===== src/rtl/mac_sequencer_if.sv =====
// Handshake and data bus between the MAC sequencer and the FP8 multiply-accumulate unit.
interface mac_sequencer_if;
    logic       MacDone;
    logic [7:0] MacAout;
    logic [7:0] MacAin;
    logic [7:0] MacB;
    logic [7:0] MacC;
    logic       MacReset;
    logic       MacLoad;

    modport master (
        input  MacDone, MacAout,
        output MacAin, MacB, MacC, MacReset, MacLoad
    );

    modport slave (
        output MacDone, MacAout,
        input  MacAin, MacB, MacC, MacReset, MacLoad
    );
endinterface


===== src/rtl/mac_sequencer.sv =====
// Sequencer for the FP8 MAC: holds B/C operand pairs, seeds the accumulator, issues one Load
// per pair over the Load/Done handshake and captures the final accumulator, with a watchdog.
module mac_sequencer #(
    parameter int unsigned DEPTH   = 8,
    parameter int unsigned AW      = 3,
    parameter int unsigned TIMEOUT = 15
) (
    input  logic                 Clk,
    input  logic                 Reset,
    input  logic                 WrEn,
    input  logic [AW-1:0]        WrAddr,
    input  logic [7:0]           WrB,
    input  logic [7:0]           WrC,
    input  logic [AW:0]          Count,
    input  logic [7:0]           Init,
    input  logic                 Start,
    mac_sequencer_if.master      mac,
    output logic [7:0]           Result,
    output logic                 Busy,
    output logic                 Valid,
    output logic                 Error
);

    localparam int unsigned WdW     = $clog2(TIMEOUT + 1);
    localparam logic [WdW-1:0] WdOne  = {{(WdW-1){1'b0}}, 1'b1};
    localparam logic [WdW-1:0] WdLast = WdW'(TIMEOUT - 1);
    localparam logic [AW:0]    IdxOne = {{AW{1'b0}}, 1'b1};

    typedef enum logic [3:0] {
        StIdle, StClr, StSettle, StIssue, StWaitLo, StWaitHi, StNext, StDone, StErr
    } state_e;

    state_e         state_q, state_d;
    logic [AW:0]    idx_q, idx_d;
    logic [AW:0]    count_q;
    logic [WdW-1:0] wd_q, wd_d;
    logic [7:0]     init_q, b_q, c_q;
    logic [7:0]     file_b [DEPTH];
    logic [7:0]     file_c [DEPTH];

    always_comb begin
        state_d = state_q;
        idx_d   = idx_q;
        wd_d    = wd_q;
        case (state_q)
            StIdle: begin
                if (Start) begin
                    idx_d   = '0;
                    state_d = StClr;
                end
            end
            StClr:    state_d = StSettle;
            StSettle: state_d = (count_q == '0) ? StDone : StIssue;
            StIssue: begin
                wd_d    = '0;
                state_d = StWaitLo;
            end
            StWaitLo: begin
                if (!mac.MacDone) begin
                    wd_d    = '0;
                    state_d = StWaitHi;
                end else begin
                    wd_d = wd_q + WdOne;
                    if (wd_q == WdLast) state_d = StErr;
                end
            end
            StWaitHi: begin
                if (mac.MacDone) begin
                    state_d = StNext;
                end else begin
                    wd_d = wd_q + WdOne;
                    if (wd_q == WdLast) state_d = StErr;
                end
            end
            StNext: begin
                // AW+1-bit compare so Count == DEPTH terminates without wrapping idx
                if (idx_q + IdxOne == count_q) begin
                    state_d = StDone;
                end else begin
                    idx_d   = idx_q + IdxOne;
                    state_d = StIssue;
                end
            end
            StDone:  state_d = StIdle;
            StErr:   state_d = StIdle;
            default: state_d = StIdle;
        endcase
    end

    always_ff @(posedge Clk or posedge Reset) begin
        if (Reset) begin
            state_q <= StIdle;
            idx_q   <= '0;
            wd_q    <= '0;
            count_q <= '0;
            init_q  <= '0;
            b_q     <= '0;
            c_q     <= '0;
            Result  <= '0;
            Valid   <= 1'b0;
            Error   <= 1'b0;
        end else begin
            state_q <= state_d;
            idx_q   <= idx_d;
            wd_q    <= wd_d;
            if (state_q == StIdle && Start) begin
                count_q <= Count;
                init_q  <= Init;
                Valid   <= 1'b0;
                Error   <= 1'b0;
            end
            // Operands load on entry to ISSUE and stay put until the next pair
            if (state_d == StIssue) begin
                b_q <= file_b[idx_d[AW-1:0]];
                c_q <= file_c[idx_d[AW-1:0]];
            end
            if (state_q == StDone) begin
                Result <= mac.MacAout;
                Valid  <= 1'b1;
            end
            if (state_d == StErr) Error <= 1'b1;
        end
    end

    always_ff @(posedge Clk or posedge Reset) begin
        if (Reset) begin
            for (int i = 0; i < DEPTH; i++) begin
                file_b[i] <= '0;
                file_c[i] <= '0;
            end
        end else if (WrEn && !Busy) begin
            file_b[WrAddr] <= WrB;
            file_c[WrAddr] <= WrC;
        end
    end

    assign Busy         = !(state_q inside {StIdle, StErr});
    assign mac.MacAin   = init_q;
    assign mac.MacB     = b_q;
    assign mac.MacC     = c_q;
    assign mac.MacReset = (state_q == StClr);
    assign mac.MacLoad  = (state_q == StIssue);

endmodule

===== src/flat_wrapper.sv =====
// flat-port wrapper written by rule: the top's interface ports become plain ports
module mac_sequencer_flat 
#(
    parameter int unsigned DEPTH   = 8,
    parameter int unsigned AW      = 3,
    parameter int unsigned TIMEOUT = 15
)
  (Clk, Reset, WrEn, WrAddr, WrB, WrC, Count, Init, Start, Result, Busy, Valid, Error, mac_MacDone, mac_MacAout, mac_MacAin, mac_MacB, mac_MacC, mac_MacReset, mac_MacLoad);
  mac_sequencer_if mac_i ();
  input  logic Clk;
  input  logic Reset;
  input  logic WrEn;
  input  logic [AW-1:0] WrAddr;
  input  logic [7:0] WrB;
  input  logic [7:0] WrC;
  input  logic [AW:0] Count;
  input  logic [7:0] Init;
  input  logic Start;
  output logic [7:0] Result;
  output logic Busy;
  output logic Valid;
  output logic Error;
  input wire logic [$bits(mac_i.MacDone)-1:0] mac_MacDone;
  input wire logic [$bits(mac_i.MacAout)-1:0] mac_MacAout;
  output wire logic [$bits(mac_i.MacAin)-1:0] mac_MacAin;
  output wire logic [$bits(mac_i.MacB)-1:0] mac_MacB;
  output wire logic [$bits(mac_i.MacC)-1:0] mac_MacC;
  output wire logic [$bits(mac_i.MacReset)-1:0] mac_MacReset;
  output wire logic [$bits(mac_i.MacLoad)-1:0] mac_MacLoad;
  assign mac_i.MacDone = mac_MacDone;
  assign mac_i.MacAout = mac_MacAout;
  assign mac_MacAin = mac_i.MacAin;
  assign mac_MacB = mac_i.MacB;
  assign mac_MacC = mac_i.MacC;
  assign mac_MacReset = mac_i.MacReset;
  assign mac_MacLoad = mac_i.MacLoad;
  mac_sequencer #(.DEPTH(DEPTH), .AW(AW), .TIMEOUT(TIMEOUT)) u_core (.Clk(Clk), .Reset(Reset), .WrEn(WrEn), .WrAddr(WrAddr), .WrB(WrB), .WrC(WrC), .Count(Count), .Init(Init), .Start(Start), .mac(mac_i), .Result(Result), .Busy(Busy), .Valid(Valid), .Error(Error));
endmodule

===== config.mk =====
export PLATFORM = sky130hd
export DESIGN_NAME = mac_sequencer_flat
export DESIGN_NICKNAME = d
export VERILOG_FILES = /design/src/rtl/mac_sequencer_if.sv /design/src/rtl/mac_sequencer.sv /design/src/flat_wrapper.sv
export SDC_FILE = /design/constraint.sdc
export NUM_CORES = 1
export LEC_CHECK = 0
export CAP_MARGIN = 5
export CORE_MARGIN = 2
export CORE_UTILIZATION = 39
export DETAILED_ROUTE_END_ITERATION = 12
export DONT_BUFFER_PORTS = 1
export GPL_TIMING_DRIVEN = 0
export PLACE_DENSITY = 0.64
export SYNTH_ARGS = -nofsm -noshare
export SYNTH_HDL_FRONTEND = slang
export SYNTH_SLANG_ARGS = --single-unit

===== constraint.sdc =====
create_clock -name Clk -period 6.4 [get_ports Clk]
set_input_delay 0.32 -clock Clk [delete_from_list [all_inputs] [get_ports Clk]]
set_output_delay 0.32 -clock Clk [all_outputs]
set_load 0.05 [all_outputs]

# Word level (Yosys, flattened, before mapping)
# Cells that the tools add are included.
[word_totals]
regBits = 178
inputBits = 44
output_inout_bits = 37
word_cells = 88
[classes]
n_addsub = 2
n_lt_le_gt_ge = 3
eq_ne = 15
muxes = 26
n_bitwise = 2
n_reduce_logical = 13
[ops]
columns = ["cell", "n"]
rows = [
  ["64-bit bitwise mux", 2],
  ["8-bit binary-select mux with 3-bit select", 2],
  ["8-bit 2-to-1 mux", 5],
  ["4-bit 2-to-1 mux", 8],
  ["4-bit case mux with 7 select lines", 1],
  ["8-bit demux with 3-bit select", 1],
  ["4-bit by 3-bit equality test with 1-bit output (second input constant)", 4],
  ["4-bit by 2-bit equality test with 1-bit output (second input constant)", 3],
  ["4-bit equality test (second input constant)", 3],
  ["4-bit case mux with 3 select lines", 1],
  ["4-bit by 1-bit adder with 4-bit output (second input constant)", 2],
  ["4-bit greater-or-equal comparator (second input constant)", 2],
  ["4-bit zero test", 2],
  ["3-bit inverter with 4-bit output", 2],
  ["4-bit case mux with 2 select lines", 1],
  ["2-bit nonzero test", 4],
  ["3-bit 2-to-1 mux", 2],
  ["2-bit != test (second input constant)", 3],
  ["4-bit by 1-bit equality test with 1-bit output (second input constant)", 1],
  ["4-bit equality test", 1],
  ["4-bit by 1-bit < comparator with 1-bit output (second input constant)", 1],
  ["1-bit logical AND", 3],
  ["1-bit 2-to-1 mux", 3],
  ["3-bit AND reduction", 1],
  ["other kinds (3)", 3],
]

# Logic depth before layout (Yosys ltp)
[depth]
ltp_word = 8
mapped_depth = 11

# Least setup slack after synthesis
# OpenSTA, ideal clock, no wires.
[synth_timing]
kind = "reg2reg"
from = "reg u_core.idx_q[0]"
to = "reg u_core.b_q[2] (netlist: u_core.mac.MacB[2])"
setup_time_ns = 0.132
arrival_ns = 2.481
t_required_ns = 6.268
setup_slack_ns = 3.787
stages_incl_launch_ff = 12
synth_period_minus_slack_ns = 2.613
cell_sequence = "dfrtp_1 ha_1 xor3_1 nor3_2 a21oi_2 a221oi_2 buf_6 buf_6 mux2i_1 mux2i_1 mux2i_1 o21ai_1"
[synth_via]
elab_chain_cells = 8
elab_cells_between_ends = 12
[synth_rtl]
columns = ["element", "line", "text"]
rows = [
  ["start, declared", "mac_sequencer.sv:34", "logic [AW:0] idx_q, idx_d;"],
  ["start signal, assigned", "mac_sequencer.sv:104", "idx_q <= idx_d;"],
  ["4-bit by 1-bit adder with 4-bit output", "mac_sequencer.sv:77, mac_sequencer.sv:80", ""],
  ["4-bit equality test", "mac_sequencer.sv:77", "if (idx_q + IdxOne == count_q) begin"],
  ["4-bit 2-to-1 mux", "mac_sequencer.sv:77", ""],
  ["4-bit case mux with 2 select lines", "mac_sequencer.sv:45", "case (state_q)"],
  ["3-bit inverter with 4-bit output (implied by the code)", "mac_sequencer.sv:114", "b_q <= file_b[idx_d[AW-1:0]];"],
  ["8-bit binary-select mux with 3-bit select", "mac_sequencer.sv:114", ""],
  ["8-bit 2-to-1 mux (implied by the code) (2 in series)", "mac_sequencer.sv:114", ""],
  ["end signal, assigned", "mac_sequencer.sv:114", ""],
  ["end, declared", "mac_sequencer.sv:37", "logic [7:0] init_q, b_q, c_q;"],
]
# Several ways; a longest one is shown, not always the timed one. The select of a mux whose other input is x is not followed.
# A chain may end at the register's enable or synchronous reset.

# Worst setup path in the final report
[layout_timing]
from = "reg u_core.idx_q[0]"
to = "reg u_core.c_q[3] (netlist: u_core.mac.MacC[3])"
[layout_via]
elab_chain_cells = 8
elab_cells_between_ends = 12
[layout_rtl]
columns = ["element", "line", "text"]
rows = [
  ["4-bit by 1-bit adder with 4-bit output", "mac_sequencer.sv:77, mac_sequencer.sv:80", ""],
  ["4-bit equality test", "mac_sequencer.sv:77", ""],
  ["4-bit 2-to-1 mux", "mac_sequencer.sv:77", ""],
  ["4-bit case mux with 2 select lines", "mac_sequencer.sv:45", ""],
  ["3-bit inverter with 4-bit output (implied by the code)", "mac_sequencer.sv:115", "c_q <= file_c[idx_d[AW-1:0]];"],
  ["8-bit binary-select mux with 3-bit select", "mac_sequencer.sv:115", ""],
  ["8-bit 2-to-1 mux (implied by the code) (2 in series)", "mac_sequencer.sv:115", ""],
  ["end signal, assigned", "mac_sequencer.sv:115", ""],
  ["end, declared", "mac_sequencer.sv:37", ""],
]
# Several ways; a longest one is shown, not always the timed one. The select of a mux whose other input is x is not followed.

==> results.md <==
* GRT Overall Usage at 0.172
* Int Pwr at 3.18 mW
* Area grow syn2layout at 12.4%
* Minimum clock period at 3.18 ns
* Synthesized instance count at 592
* Pre-Repair DR Iteration Count at 4
* Most used cell, CP: mux2i_1
* Syn nets at 639
* DRT antenna net count at 0
* Hold crit path type: in2reg
* Final period utilization at 0.497
* Synth warnings at 0
* Syn Area/Cell at 13.8 sq um
* Postcts setup bufs at 0
* CP Class: reg2reg
* Max_slew headroom at 0.378
* Max clock buf depth at 2
* Yosys reg bits at 178
* Vias in the first global route at 5,145
* Worst hold margin at 0.0422 ns
* Primary FF master, synth: dfrtp_1
* First-pass GRT wire length at 28,600 um
* Cell area after synthesis at 8160 sq um
* Largest net degree at the start of global routing at 104
* Final setup fails at 0
* Least-Margin Pin Slew at 0.934 ns
* Setup TNS at 0 ns
* DRT iter0 DRCs at 278
* CP Cell Sequence: ha_1 -> xor3_1 -> nor3_2 -> a21oi_2 -> a221oi_2 -> buf_6 -> buf_8 -> mux2i_1 -> mux2i_1 -> mux2i_1 -> o21ai_1
* Die Span Y at 149 um
* Asr flop ratio synth at 1.00
* Design area at 9170 sq um
* Worst-skew pair later-pin latency at 0.42 ns
* GPL Wtd Cong at 0.796
* I/O Buffers at 0
* Leading area contributor after synthesis: dfrtp_1
* Critical path's slowest cell: dfrtp_1
* Switching share of power at 0.387
* Crit path DAT at 3.45 ns
* Main area contributors after synthesis: dfrtp_1 (55%), mux2_2 (20%), mux2i_1 (14%)
* Worst Setup End Kind: flip-flop
* Per-cell routed wire length at 20.4 um
* Synth top area share at 0.546
* Htree depth at 4
* Worst vdd ir at 0.258 mV
* Clk slew on worst S/H paths at 0.07 ns
* Register share of total power at 0.448
* Pwr dens at 566 nW/um^2
* CP required at 6.67 ns
* Post-DR vias/cell at 5.36
* Clock power share at 0.208
* DR vias at 4,815
* FP Rows at 52
* Die area at 22,100 sq um
* Core area at 20,400 sq um
* Detail Placement HPWL at 12,200 um
* # diodes at 0
* RSZ-0062 raised after global routing: no
* Nets at 662
* Max stage delay on crit path at 0.46 ns
* Share of cells above drive strength 1 at 0.328
* Final Max Slew Viols at 0
* # IOs at 81
* Total CTS buffers at 17
* Delay-heaviest family, CP: multiplexers
* Global route overflow at 0
* Placed Instance Area at 8540 sq um
* LEAKAGE at 4.52 nW
* Status: complete, no violations
* Layout Utilization at 0.450
* Crit path launch type: flip-flop
* Die Span X at 149 um
* TritonCTS clock tree: yes
* Max-cap violations at 0
* Initial core utilization at 0.401
* Root buffer cell: clkbuf_16
* Worst-path fanout max at 10
* Comb power frac at 0.344
* WL final at 18,300 um
* Sw Pwr at 2.01 mW
* DRC at 0
* Clock skew at 0.00748 ns
* Unique masters post-synth at 43
* F_max at 314 MHz
* Sequential area share after synthesis at 0.546
* CTS sink count at 178
* Initial antenna violation count at 0
* Sum of buffers and inverters on the critical path at 2
* Final Hold Viols at 0
* Post-synth EDFFs at 0
worst register-to-register path, cell delays in order (launching register included):
cell and delay [ns]:
dfrtp_1 0.46, ha_1 0.29, xor3_1 0.38, nor3_2 0.27
a21oi_2 0.13, a221oi_2 0.34, buf_6 0.24, buf_8 0.22
mux2i_1 0.23, mux2i_1 0.11, mux2i_1 0.27, o21ai_1 0.10
power groups by stage:
stage	Sequential [mW]	Combinational (mW)	Clock [mW]
after floorplan	2.25	1.43	0
after global placement	2.31	1.72	0
after detailed placement	2.35	1.79	0
after CTS	2.33	1.80	1.10
after global routing	2.39	1.95	1.15
final	2.33	1.78	1.08
Yosys cell counts (all sizes together) (2+ instances only):
library cell  number
inv                8
clkbuf            15
a31oi              2
mux2i            113
and3               4
xor2               3
nor2              13
nor3               4
xnor2              4
mux2             148
nand3              5
nand2             29
buf               14
ha                 3
nand3b             4
a21oi              5
dfrtp            178
a21o               2
nor3b              3
nor2b              4
o22ai              2
o21ai             17
layout by cell type (no fill, tap or decap), drive strengths merged, types with 5 or more instances in the layout:
master | synthesis | routed
nor2 | 13 | 13
buf | 14 | 16
o21ai | 17 | 17
clkbuf | 15 | 34
dfrtp | 178 | 178
mux2i | 113 | 113
a21oi | 5 | 5
clkinv | 0 | 8
mux2 | 148 | 148
nand2 | 29 | 29
nand3 | 5 | 5
inv | 8 | 10
layer usage:
| layer | GRT usage | up-vias | share of wire | wire length (um) |
|---|---|---|---|---|
| met5 | 0 | - | 0 | 0 |
| met4 | 0.0529 | 0 | 0.017 | 307 |
| met3 | 0.0543 | 28 | 0.061 | 1110 |
| met2 | 0.289 | 132 | 0.49 | 8930 |
| met1 | 0.212 | 2488 | 0.43 | 7930 |
| li1 | - | 2167 | - | - |
final timing paths:
check,startpoint,endpoint,slack (ns),depth (start not counted)
worst max-delay path,u_core.idx_q[0],u_core.mac.MacC[3],3.22,11
worst min-delay path,WrB[3],u_core.file_b[27],0.04,1
worst max register to register,u_core.idx_q[0],u_core.mac.MacC[3],3.22,11
worst min register to register,u_core.file_c[33],u_core.file_c[33],0.50,1
max in group asynchronous,Reset,u_core.file_c[20],5.08,3
min in group asynchronous,Reset,u_core.mac.MacB[4],0.45,2
logic make-up after synthesis:
logic type               synth area share
buffers and inverters              0.0265
flip-flops                          0.546
AO/OA/AOI/OAI                      0.0253
adder cells (fa/ha/maj)           0.00460
AND/OR/NAND/NOR                    0.0442
multiplexers                        0.343
XOR/XNOR                           0.0104
registers in the layout, summed over array words and instances, names as in the netlist, 4 cells and up:
| signal | cells |
|---|---|
| u_core.file_b | 64 |
| u_core.file_c | 64 |
| u_core.Result | 8 |
| u_core.mac.MacAin | 8 |
| u_core.mac.MacB | 8 |
| u_core.mac.MacC | 8 |
| u_core.count_q | 4 |
| u_core.idx_q | 4 |
| u_core.state_q | 4 |
| u_core.wd_q | 4 |
area by class of cell:
type                    instances  area [sq um]
multi-input cells             377          3490
well taps                     270           338
plain buffers                  29           186
clock inverters                14           185
flip-flops and latches        178          4450
repair buffers                  4          52.6
fillers                      1830         11200
inverters                       8          37.5
clock buffers                  18           429
per-stage QoR:
| step | instances | power (mW) | setup WS [ns] |
|---|---|---|---|
| after global routing | 898 | 5.49 | 3.04 |
| after detailed placement | 864 | 4.13 | 3.18 |
| after CTS | 897 | 5.23 | 3.17 |
| final | 898 | 5.19 | 3.22 |
| after global placement | 862 | 4.03 | -0.252 |
| after floorplan | 592 | 3.67 | 1.25 |
what timing repair did:
| item | CTS | global route |
|---|---|---|
| hold buffers | 1 | 0 |
| resized for setup | 0 | 0 |
| endpoints found under the hold margin | 75 | 0 |
No activity file was read; power rests on OpenSTA's default activity.
